$ cat config.mk
export PLATFORM = sky130hd
export DESIGN_NAME = dwell_timer
export DESIGN_NICKNAME = d
export VERILOG_FILES = /design/src/rtl/dwell_timer.sv
export SDC_FILE = /design/constraint.sdc
export NUM_CORES = 1
export LEC_CHECK = 0
export ABC_AREA = 0
export CORE_AREA = 2 2 39 41
export DETAILED_ROUTE_END_ITERATION = 6
export DIE_AREA = 0 0 41 43
export PLACE_DENSITY_LB_ADDON = 0.15
export SYNTH_ARGS = -nofsm -noshare
export SYNTH_HDL_FRONTEND = slang
export SYNTH_SLANG_ARGS = --single-unit
$ cat constraint.sdc
create_clock -name clk -period 1.2 [get_ports clk]
set_input_delay 0.18 -clock clk [delete_from_list [all_inputs] [get_ports clk]]
set_output_delay 0.18 -clock clk [all_outputs]
set_load 0.03 [all_outputs]
$ cat src/rtl/dwell_timer.sv
// dwell_timer: clear/enable counter that flags the last cycle of a DWELL-long
// hold so the caller can sample on the following cycle.
module dwell_timer #(
  parameter int DWELL = 4
) (
  input  logic clk,
  input  logic rst_n,
  input  logic clr,
  input  logic en,
  output logic tc
);
  localparam int W = $clog2(DWELL) + 1;
  localparam logic [W-1:0] LAST = W'(DWELL - 1);
  logic [W-1:0] cnt;
  always_ff @(posedge clk or negedge rst_n)
    if (!rst_n) cnt <= '0;
    else cnt <= clr ? '0 : en ? cnt + 1'b1 : cnt;
  assign tc = en && cnt == LAST;
endmodule

# ---- Word level (Yosys, flattened, before mapping)
# Index checks and enable logic that the tools add are counted.
dict set report totals {
  word_cells 7
  register_bits 3
  input_bits 4
  out_inout_bits 1
}
dict set report op_classes {
  add_sub_neg 1
  eq_ne 1
  reduce_logical 2
  mux 2
}
# operator count
set op_table {}
lappend op_table {{two-way mux 3 bit} 2}
lappend op_table {{adder 3 x 1 -> 3 bit, second input constant} 1}
lappend op_table {{equality test 3 x 2 -> 1 bit, second input constant} 1}
lappend op_table {{nonzero test 2 bit} 1}
lappend op_table {{logical AND 1 bit} 1}

# ---- Logic depth before layout (Yosys ltp)
dict set report logic_depth {
  word_depth 3
  mapped_depth 4
  mapped_depth_nobuf 4
}

# ---- Least setup slack after synthesis
# No wires, ideal clock.
dict set report synth_path {
  kind {register -> register}
  from {register cnt[0]}
  to {register cnt[2]}
  path_stages_with_launch 5
  arrival_ns 1.138
  setup_ns 0.073
  slack_ns -0.011
  t_required_ns 1.127
  synth_period_minus_slack_ns 1.211
  path_buffers 0
  cell_sequence {dfrtp_1 -> ha_1 -> ha_1 -> or2b_1 -> a21oi_2}
}
dict set report synth_via {
  elab_chain_len 3
}
# element line
set synth_rtl {}
lappend synth_rtl {{start: declaration} 14} ;# logic [W-1:0] cnt;
lappend synth_rtl {{start signal: assignment} 17} ;# else cnt <= clr ? '0 : en ? cnt + 1'b1 : cnt;
lappend synth_rtl {{adder 3 x 1 -> 3 bit} 17}
lappend synth_rtl {{two-way mux 3 bit (2 in a row)} 17}
# No other way between the ends. The select of a mux whose other input is x is not followed.
# A chain may end at the register's enable or synchronous reset.

# ---- Worst setup path after layout
dict set report layout_path {
  from {register cnt[1]}
  to {output tc}
}
dict set report layout_via {
  elab_chain_len 2
}
# element line
set layout_rtl {}
lappend layout_rtl {{equality test 3 x 2 -> 1 bit} 18} ;# assign tc = en && cnt == LAST;
lappend layout_rtl {{logical AND 1 bit} 18}
lappend layout_rtl {{end: declaration} 10} ;# output logic tc
# No other way between the ends.

==> impl_metrics.json <==
{
  "path_clk_slew_ns": 0.04,
  "largest_register_ffs": 3,
  "vias": 131,
  "max_cap_violations": 0,
  "status": "complete, but fails checks",
  "cts_hold_buf": 0,
  "seqCellArea_um2": 75.1,
  "tns_ns": -0.181,
  "fin_cells": 42,
  "seq_area_frac_synth_pct": 47.2,
  "setup_viol": 2,
  "wl_per_cell_um": 7.05,
  "drt_first_pass_iters": 2,
  "dieWidth_um": 41,
  "dp_cells": 36,
  "die_h_um": 43,
  "whs_ns": 0.130,
  "drc": 0,
  "synth_edf_count": 0,
  "drive_gt1_share_pct": 46.2,
  "start_util_pct": 11.5,
  "crit_arrival_ns": 1.19,
  "grt_max_degree": 5,
  "ir_drop_v": 0.000430,
  "p_per_area_nw_per_um2": 1210,
  "grt_pass1_wl_um": 503,
  "place.gp.congestion": 0.572,
  "finClkSkew_ns": 0.00232,
  "start_kind": "flip-flop",
  "yosysTopAreaCellShare_pct": 47.2,
  "syn_nets": 20,
  "drv_slew": 0,
  "critPathMaxFanout": 2,
  "end_kind": "output pin",
  "finalCritPeriodShare_pct": 114,
  "hold_class": "input pin to async pin",
  "worstSetupPathType": "flip-flop to output pin",
  "worst_skew_pair.late_latency_ns": 0.23,
  "tightest_slew_ns": 0.117,
  "grt_pass1_vias": 136,
  "power_leakage_nw": 0.127,
  "clk_path_buf_depth": 2,
  "drt_iter0_markers": 5,
  "diodes": 0,
  "fin_crit_ns": 1.37,
  "syn_avg_cell_area_um2": 11.4,
  "htree_num_levels": 1,
  "reg.largest.list": "cnt x3",
  "synth_commonest_cells": "dfrtp_1 (3), ha_1 (2), nor2_1 (2)",
  "cts.sinks": 3,
  "routed_via_density": 3.12,
  "io_pins": 5,
  "fin_nets": 33,
  "die-area_um2": 1760,
  "antenna_found_initial": 0,
  "final_hold_viol_count": 0,
  "fmax_mhz": 730,
  "cts_tree": "done",
  "track_usage_pct": 5.13,
  "core_area_um2": 1380,
  "synth_area_leader_cell": "dfrtp_1",
  "setup_slack_ns": -0.170,
  "rows": 14,
  "rsz0062_at_grt": "true",
  "ys_ff_latch": 3,
  "cts_root_buf": "clkbuf_4",
  "ant_nets": 0,
  "wl_um": 296,
  "grt_overflow_total": 0,
  "ys.warnings.count": 0,
  "area_delta_synth_final_pct": 78.7,
  "port_buffers": 4,
  "required_ns": 1.02,
  "violations": "setup timing",
  "synthDistinctLibCells": 10,
  "multi_input_area_um2": 87.6,
  "slew_headroom_pct": 92.0,
  "synth_cells": 14,
  "synth_area_um2": 159,
  "async_flop_share_pct": 100,
  "synth_top_flop_cell": "dfrtp_1",
  "num-fill-cells": 156,
  "cts_buffers": 3,
  "synth.most_common_cell": "dfrtp_1",
  "regMostFlops": "cnt",
  "synth_area_leaders": "dfrtp_1 (47%), ha_1 (16%), mux2i_1 (6.3%)"
}
==> path summary, 6_finish.rpt <==
check	startpoint	end	slack (ns)	cells after the start
max in group asynchronous	rst_n	cnt[0]$_DFFE_PN0P_	0.93	1
max reg2reg	cnt[1]$_DFFE_PN0P_	cnt[2]$_DFFE_PN0P_	-0.01	4
min reg2reg	cnt[2]$_DFFE_PN0P_	cnt[2]$_DFFE_PN0P_	0.55	2
min	rst_n	cnt[1]$_DFFE_PN0P_	0.13	1
min in group clk	cnt[2]$_DFFE_PN0P_	cnt[2]$_DFFE_PN0P_	0.55	2
max	cnt[1]$_DFFE_PN0P_	tc	-0.17	4
==> cells in the final DEF (no fill, tap or decap) <==
master           count
a21oi_2              1
and2_4               1
buf_4                4
buf_6                1
clkbuf_1             1
clkbuf_4             3
clkdlybuf4s50_1      3
dfrtp_1              3
ha_2                 2
inv_1                1
mux2i_1              1
nand2b_1             1
nor2_1               2
or2b_1               1
xnor2_1              1
==> per-stage QoR <==
step           util (%)  setup WS (ns)  area [µm²]  total power, mW
2_1_floorplan         -        0.00707         161            0.132
3_3_place_gp       16.9        -0.0363         234            0.159
3_5_place_dp       16.9        -0.0388         234            0.160
4_1_cts            20.0         -0.188         277            0.352
5_1_grt            20.5         -0.224         284            0.369
6_report           20.5         -0.170         284            0.342
==> critical path: stages, from the launching register on <==
cell and delay, ns:
dfrtp_1 0.37, ha_2 0.18, ha_2 0.15, and2_4 0.13, buf_6 0.13
==> what timing repair did <==
action	CTS	global route
setup buffers	1	1
hold endpoints to repair	0	0
resized for setup	3	0
setup endpoints to repair	2	2
pin swaps	1	0
==> where the power goes <==
group | leakage [nW] | internal (mW) | total [mW] | switching [mW]
clock | 0.0150 | 0.125 | 0.175 | 0.0506
combinational | 0.0717 | 0.0351 | 0.0544 | 0.0193
sequential | 0.0404 | 0.109 | 0.113 | 0.00406
==> routing by layer <==
| layer | part of all wire (%) | global-route usage [%] | wire, µm | vias up |
|---|---|---|---|---|
| li1 | - | - | - | 69 |
| met2 | 50 | 5.63 | 149 | 4 |
| met3 | 11 | 3.14 | 32 | 0 |
| met5 | 0 | 0 | 0 | - |
| met1 | 39 | 4.85 | 114 | 58 |
| met4 | 0 | 8.00 | 0 | 0 |
==> layout make-up <==
type | count | area share [%]
timing repair buffer | 8 | 25.1
inverter | 1 | 1.32
tap | 16 | 7.05
clock buffer | 4 | 9.25
multi-input combinational | 10 | 30.8
sequential | 3 | 26.4
==> logic make-up after synthesis <==
family | synth area share (%)
simple gates | 17.3
flops | 47.2
fa+ha+maj | 15.7
compound gates | 5.51
xor+xnor | 5.51
buf+inv | 2.36
mux | 6.30
(Power assumes the default switching activity.)
